File: src/rtl/keyboard_pkg.sv
// keyboard_pkg: constants and helpers shared by the keyboard front end.
//   octave_e      : octave encodings OCT_LOW/OCT_MID/OCT_HIGH
//   NOTE_NONE     : note_code value when no note key is held
//   NUM_NOTE_KEYS : number of note keys
//   lowest_note() : priority encoder, lowest held key index + 1
package keyboard_pkg;

    typedef enum logic [1:0] {
        OCT_LOW  = 2'd0,
        OCT_MID  = 2'd1,
        OCT_HIGH = 2'd2
    } octave_e;

    localparam int unsigned NOTE_CODE_W   = 4;
    localparam logic [NOTE_CODE_W-1:0] NOTE_NONE = 4'd0;
    localparam int unsigned NUM_NOTE_KEYS = 7;

    // Lowest set bit wins; scanning from the top lets the lowest index overwrite.
    function automatic logic [NOTE_CODE_W-1:0] lowest_note(input logic [NUM_NOTE_KEYS-1:0] keys);
        logic [NOTE_CODE_W-1:0] code;
        code = NOTE_NONE;
        for (int i = NUM_NOTE_KEYS - 1; i >= 0; i--) begin
            if (keys[i]) code = NOTE_CODE_W'(i + 1);
        end
        return code;
    endfunction

endpackage

File: src/rtl/debounce_cell.sv
// debounce_cell: 2-flop synchroniser followed by a hold-time debouncer.
//   clk    : system clock
//   reset  : asynchronous active-low reset
//   din    : raw asynchronous input
//   stable : debounced level
//   rise   : one-cycle pulse, high in the first cycle stable reads 1
module debounce_cell #(
    parameter int unsigned DEBOUNCE_CYCLES = 2_000_000
) (
    input  logic clk,
    input  logic reset,
    input  logic din,
    output logic stable,
    output logic rise
);

    localparam int unsigned CNT_W = $clog2(DEBOUNCE_CYCLES);
    localparam logic [CNT_W-1:0] CNT_LAST = CNT_W'(DEBOUNCE_CYCLES - 1);

    logic             meta_q;
    logic             sync_q;
    logic             stable_q, stable_d;
    logic             rise_q, rise_d;
    logic [CNT_W-1:0] cnt_q, cnt_d;

    // Synchroniser
    always_ff @(posedge clk or negedge reset) begin
        if (!reset) begin
            meta_q <= 1'b0;
            sync_q <= 1'b0;
        end else begin
            meta_q <= din;
            sync_q <= meta_q;
        end
    end

    // Any sample agreeing with the accepted level restarts the hold count.
    always_comb begin
        stable_d = stable_q;
        cnt_d    = '0;
        rise_d   = 1'b0;
        if (sync_q != stable_q) begin
            if (cnt_q == CNT_LAST) begin
                stable_d = sync_q;
                rise_d   = sync_q;
            end else begin
                cnt_d = cnt_q + 1'b1;
            end
        end
    end

    always_ff @(posedge clk or negedge reset) begin
        if (!reset) begin
            stable_q <= 1'b0;
            rise_q   <= 1'b0;
            cnt_q    <= '0;
        end else begin
            stable_q <= stable_d;
            rise_q   <= rise_d;
            cnt_q    <= cnt_d;
        end
    end

    assign stable = stable_q;
    assign rise   = rise_q;

endmodule

File: src/rtl/key_input_conditioner.sv
// key_input_conditioner: synchronises and debounces the raw board inputs and
// derives clean levels, press pulses, a note code and the octave register.
// Optional feature macro: KEY_AUTOREPEAT_EN (auto-repeat on next/prev).
//   clk, reset            : clock, asynchronous active-low reset
//   key_raw[6:0]          : raw note keys, bit0 = lowest note
//   octave_raw[1:0]       : raw octave keys, bit0 = down, bit1 = up
//   next_raw, prev_raw    : raw song-select buttons
//   key_level, key_press  : debounced note levels and one-cycle press pulses
//   note_code             : 0 = none, else lowest held key index + 1
//   octave                : 0 low, 1 middle, 2 high
//   next_pulse, prev_pulse: one-cycle song-select pulses
module key_input_conditioner
    import keyboard_pkg::*;
#(
    parameter int unsigned DEBOUNCE_CYCLES = 2_000_000,
    parameter int unsigned REPEAT_DELAY    = 50_000_000,
    parameter int unsigned REPEAT_PERIOD   = 20_000_000
) (
    input  logic                     clk,
    input  logic                     reset,
    input  logic [NUM_NOTE_KEYS-1:0] key_raw,
    input  logic [1:0]               octave_raw,
    input  logic                     next_raw,
    input  logic                     prev_raw,
    output logic [NUM_NOTE_KEYS-1:0] key_level,
    output logic [NUM_NOTE_KEYS-1:0] key_press,
    output logic [NOTE_CODE_W-1:0]   note_code,
    output logic [1:0]               octave,
    output logic                     next_pulse,
    output logic                     prev_pulse
);

    localparam int unsigned NUM_INPUTS = NUM_NOTE_KEYS + 4;
    localparam int unsigned IDX_DOWN   = NUM_NOTE_KEYS;
    localparam int unsigned IDX_UP     = NUM_NOTE_KEYS + 1;
    localparam int unsigned IDX_NEXT   = NUM_NOTE_KEYS + 2;
    localparam int unsigned IDX_PREV   = NUM_NOTE_KEYS + 3;

    logic [NUM_INPUTS-1:0] raw_all;
    logic [NUM_INPUTS-1:0] lvl;
    logic [NUM_INPUTS-1:0] rise;

    assign raw_all = {prev_raw, next_raw, octave_raw, key_raw};

    // One independent conditioner per raw input
    for (genvar g = 0; g < NUM_INPUTS; g++) begin : g_cell
        debounce_cell #(
            .DEBOUNCE_CYCLES(DEBOUNCE_CYCLES)
        ) u_cell (
            .clk    (clk),
            .reset  (reset),
            .din    (raw_all[g]),
            .stable (lvl[g]),
            .rise   (rise[g])
        );
    end

    assign key_level = lvl[NUM_NOTE_KEYS-1:0];
    assign key_press = rise[NUM_NOTE_KEYS-1:0];

    // Note code, one cycle behind key_level
    logic [NOTE_CODE_W-1:0] note_q;

    always_ff @(posedge clk or negedge reset) begin
        if (!reset) note_q <= NOTE_NONE;
        else        note_q <= lowest_note(lvl[NUM_NOTE_KEYS-1:0]);
    end

    assign note_code = note_q;

    // Saturating octave register; simultaneous up and down cancel.
    octave_e oct_q;
    logic    oct_up;
    logic    oct_dn;

    assign oct_up = rise[IDX_UP];
    assign oct_dn = rise[IDX_DOWN];

    always_ff @(posedge clk or negedge reset) begin
        if (!reset) begin
            oct_q <= OCT_MID;
        end else begin
            case (oct_q)
                OCT_LOW:  if (oct_up && !oct_dn) oct_q <= OCT_MID;
                OCT_MID: begin
                    if (oct_up && !oct_dn)      oct_q <= OCT_HIGH;
                    else if (oct_dn && !oct_up) oct_q <= OCT_LOW;
                end
                OCT_HIGH: if (oct_dn && !oct_up) oct_q <= OCT_MID;
                default:  oct_q <= OCT_MID;
            endcase
        end
    end

    assign octave = oct_q;

    logic unused_lvl;

`ifdef KEY_AUTOREPEAT_EN
    localparam int unsigned REP_SPAN = (REPEAT_DELAY > REPEAT_PERIOD) ? REPEAT_DELAY : REPEAT_PERIOD;
    localparam int unsigned REP_W    = $clog2(REP_SPAN + 1);
    localparam logic [REP_W-1:0] DELAY_LAST  = REP_W'(REPEAT_DELAY - 1);
    localparam logic [REP_W-1:0] PERIOD_LAST = REP_W'(REPEAT_PERIOD - 1);

    logic [1:0] btn_lvl;
    logic [1:0] rep_pulse;

    assign btn_lvl = {lvl[IDX_PREV], lvl[IDX_NEXT]};

    // Repeat timer: counts held cycles, first the initial delay, then the period.
    for (genvar b = 0; b < 2; b++) begin : g_rep
        logic [REP_W-1:0] cnt_q, cnt_d;
        logic             period_q, period_d;
        logic             pulse_q, pulse_d;

        always_comb begin
            cnt_d    = '0;
            period_d = 1'b0;
            pulse_d  = 1'b0;
            if (btn_lvl[b]) begin
                if (cnt_q == (period_q ? PERIOD_LAST : DELAY_LAST)) begin
                    pulse_d  = 1'b1;
                    period_d = 1'b1;
                end else begin
                    cnt_d    = cnt_q + 1'b1;
                    period_d = period_q;
                end
            end
        end

        always_ff @(posedge clk or negedge reset) begin
            if (!reset) begin
                cnt_q    <= '0;
                period_q <= 1'b0;
                pulse_q  <= 1'b0;
            end else begin
                cnt_q    <= cnt_d;
                period_q <= period_d;
                pulse_q  <= pulse_d;
            end
        end

        assign rep_pulse[b] = pulse_q;
    end

    // Repeat pulses never coincide with the initial press pulse.
    assign next_pulse = rise[IDX_NEXT] | rep_pulse[0];
    assign prev_pulse = rise[IDX_PREV] | rep_pulse[1];
    assign unused_lvl = ^{lvl[IDX_UP], lvl[IDX_DOWN]};
`else
    localparam int unsigned UNUSED_REPEAT_CFG = REPEAT_DELAY + REPEAT_PERIOD;

    assign next_pulse = rise[IDX_NEXT];
    assign prev_pulse = rise[IDX_PREV];
    assign unused_lvl = ^lvl[IDX_PREV:IDX_DOWN];
`endif

endmodule

File: config.mk
export PLATFORM = sky130hd
export DESIGN_NAME = key_input_conditioner
export DESIGN_NICKNAME = d
export VERILOG_FILES = /design/src/rtl/keyboard_pkg.sv /design/src/rtl/debounce_cell.sv /design/src/rtl/key_input_conditioner.sv
export SDC_FILE = /design/constraint.sdc
export NUM_CORES = 1
export LEC_CHECK = 0
export ABC_AREA = 1
export CAP_MARGIN = 40
export CORE_MARGIN = 2
export CORE_UTILIZATION = 35
export DETAILED_ROUTE_END_ITERATION = 16
export REMOVE_ABC_BUFFERS = 1
export SLEW_MARGIN = 0
export SYNTH_ARGS = -nofsm -noshare
export SYNTH_HDL_FRONTEND = slang
export SYNTH_SLANG_ARGS = --single-unit
File: constraint.sdc
create_clock -name clk -period 2.2 [get_ports clk]
set_input_delay 0.44 -clock clk [delete_from_list [all_inputs] [get_ports clk]]
set_output_delay 0.44 -clock clk [all_outputs]
set_load 0.02 [all_outputs]
==> impl_metrics.ini <==
[worst_setup_path]
startpoint = g_cell[3].u_cell.stable$_DFFE_PN0P_
r2r_end = g_cell[6].u_cell.rise$_DFF_PN0_
reg2regPathDepth = 5
path_class = reg2out
path_buf_inv = 1
crit_arrival_ns = 1.68
slowest_stage = clkdlybuf4s50_1
crit_path_cell_trace = clkdlybuf4s50_1
start_kind = register
slowest_delay_ns = 0.63
cp.required_ns = 1.76
critPathTopFamily = buffers and inverters
reg2reg_from = g_cell[6].u_cell.cnt_q[0]$_DFF_PN0_
r2r_slack_ns = 0.43
critical_path.max_fanout = 6
crit_cells = 1
crit_path_end = key_level[3]
end_kind = primary output

[synth]
ys_warn_count = 0
yosysMostFrequentCell = nor2_1
netlist_instances = 1845
ys.flop_type = dfrtp_1
synth_area_leader_cell = dfrtp_1
synth_edf_count = 0
synth-async-reset-ratio_pct = 100
syn_area_um2 = 14700
ys_types = 35
yosys-top-cells-area = dfrtp_1, nor2_1, nand2_1
ys_seq_area_share_pct = 47.7
netlist.area_leader.share_pct = 47.6
synth_commonest_cells = nor2_1, nand2_1, dfrtp_1
postSynthAreaPerCell_um2 = 7.95
synth-seq-cells = 280

[timing]
fin_crit_ns = 2.12
whs_ns = 0.297
finalSetupViolCount = 0
skew_ns = 0.0112
maxClockFrequency_mhz = 472
final_hold_viol_count = 0
period_share_pct = 96.3
final.setup.tns_ns = 0
drv_slew = 0
rsz0062_at_grt = no

[global_route]
grt_max_degree = 64
grt_first_pass_wirelength_mm = 53.3
antenna_found_initial = 0
grt_use_total_pct = 14.4
grt.overflow.total = 0
first_global_vias = 11148

[place]
place_area_um2 = 15700
globalplace.congestion = 0.923
dp.cells = 2410
dp_hpwl_mm = 22.1
numPortBuffers = 33

[pwr]
power_per_cell_area_nw_per_um2 = 639
seq_power_share_pct = 49.4
netSwitchingPower_w = 0.00253
pwr-share-comb_pct = 3.2
p_int_w = 0.00814
p_leak_nw = 7.08
power.total_w = 0.0107
clockPowerShare_pct = 47.4
peakVddDrop_mv = 0.667
switching_share_pct = 23.7

[clocking]
root_buffer = clkbuf_16
clkTransAtPathRegs_ns = 0.06
h-tree-depth = 1
post_cts_buffers = 0
clk_path_buf_depth = 3
cts_buffers = 31
clk_latency_ns = 0.58
cts_tree = built
clock-sinks = 280

[cells_and_area]
fin_cells = 2469
synthToLayoutAreaGrowth_pct = 13.7
antenna_cells = 0
layout.nets = 1929
drive_gt1_share_pct = 9.02
design_area_um2 = 16700

[routing]
drt-pass1-iter-count = 7
drc = 0
vias = 11482
ant_nets = 0
wl_mm = 30.4
viasPerCell = 4.65
drtIter0Drc = 714
routedWlPerCell_um = 12.3

[worst_hold_path]
min_path_type = in2reg

[floorplan]
io_pins = 35
initial_core_util_pct = 35.2
core_um2 = 41700
die_width_um = 209
fp.dieH_um = 209
rows = 75
dieArea_um2 = 43600

[status]
outcome = finished, final reports clean

[flow_run]
max-cap-violations = 0
==> logic make-up after synthesis <==
logic type | after synthesis | share of synthesized area, %
adders and majority gates | 11 | 0.938
AOI/OAI and AO/OA | 89 | 3.17
and+or+nand+nor | 1116 | 34.1
xor gates and xnor gates | 120 | 7.80
buffers and inverters | 228 | 6.25
other | 1 | 0.0256
DFF | 280 | 47.7
==> cell type report <==
cell class | count | area, µm²
Inverter | 213 | 805
Clock buffer | 37 | 818
Fill cell | 4270 | 25000
Clock inverter | 21 | 179
Multi-Input combinational cell | 1337 | 6750
Tap cell | 539 | 674
Sequential cell | 280 | 7010
Timing Repair Buffer | 42 | 443
==> metrics by stage <==
stage / util, % / worst slack [ns]
after global placement: 37.6 / 0.477
after CTS: 40.0 / 0.0100
after global routing: 40.0 / 0.0248
final: 40.0 / 0.0816
after detailed placement: 37.6 / 0.480
after floorplan: - / 0.846
==> per-layer routing <==
| layer | up-vias | track usage [%] | part of all wire, % |
|---|---|---|---|
| li1 | 5930 | - | - |
| met3 | 44 | 2.15 | 3.6 |
| met4 | 0 | 4.36 | 2.2 |
| met2 | 157 | 22.4 | 44 |
| met1 | 5351 | 20.7 | 50 |
| met5 | - | 0 | 0 |
==> repair_timing <==
action	4_1_cts	5_1_grt
hold buffers	1	0
endpoints found under the hold margin	40	0
resized for setup	5	1
pin swaps	0	0
endpoints found under the setup margin	5	1
==> cell usage in the layout, fill, tap and decap left out, types with 33 or more instances in the layout <==
cell type,n
nor3_1,35
nor2_1,457
o21ai_0,33
dfrtp_1,276
xor2_1,76
a21oi_1,41
nand3_1,185
nand2_1,298
xnor2_1,33
nand2_2,33
inv_1,202
==> sequential cells by signal, summed over array words and instances, names as in the netlist <==
register / count
g_cell.u_cell.rise: 11
g_cell.u_cell.stable: 11
g_cell.u_cell.sync_q: 11
octave: 2
g_cell.u_cell.meta_q: 11
note_code: 3
g_cell.u_cell.cnt_q: 231
==> power by group through the flow <==
| stage | registers, W | clock network (W) | logic, W |
|---|---|---|---|
| 2_1_floorplan | 0.00535 | 0 | 0.000164 |
| 3_3_place_gp | 0.00536 | 0 | 0.000350 |
| 3_5_place_dp | 0.00536 | 0 | 0.000356 |
| 4_1_cts | 0.00527 | 0.00527 | 0.000359 |
| 5_1_grt | 0.00528 | 0.00548 | 0.000408 |
| 6_report | 0.00527 | 0.00505 | 0.000342 |
==> how the worst min path moves through the flow <==
stage / depth (start not counted) / end / from / slack [ns]
finish: 1 / g_cell[4].u_cell.meta_q$_DFF_PN0_ / key_raw[4] / 0.30
global route: 1 / g_cell[8].u_cell.meta_q$_DFF_PN0_ / octave_raw[1] / 0.27
CTS: 1 / g_cell[3].u_cell.meta_q$_DFF_PN0_ / key_raw[3] / 0.26
detailed placement: 0 / g_cell[5].u_cell.sync_q$_DFF_PN0_ / g_cell[5].u_cell.meta_q$_DFF_PN0_ / 0.33
global placement: 0 / g_cell[0].u_cell.sync_q$_DFF_PN0_ / g_cell[0].u_cell.meta_q$_DFF_PN0_ / 0.33
floorplan: 0 / g_cell[0].u_cell.cnt_q[0]$_DFF_PN0_ / reset / 0.14
Power figures use the tool's default switching activity.
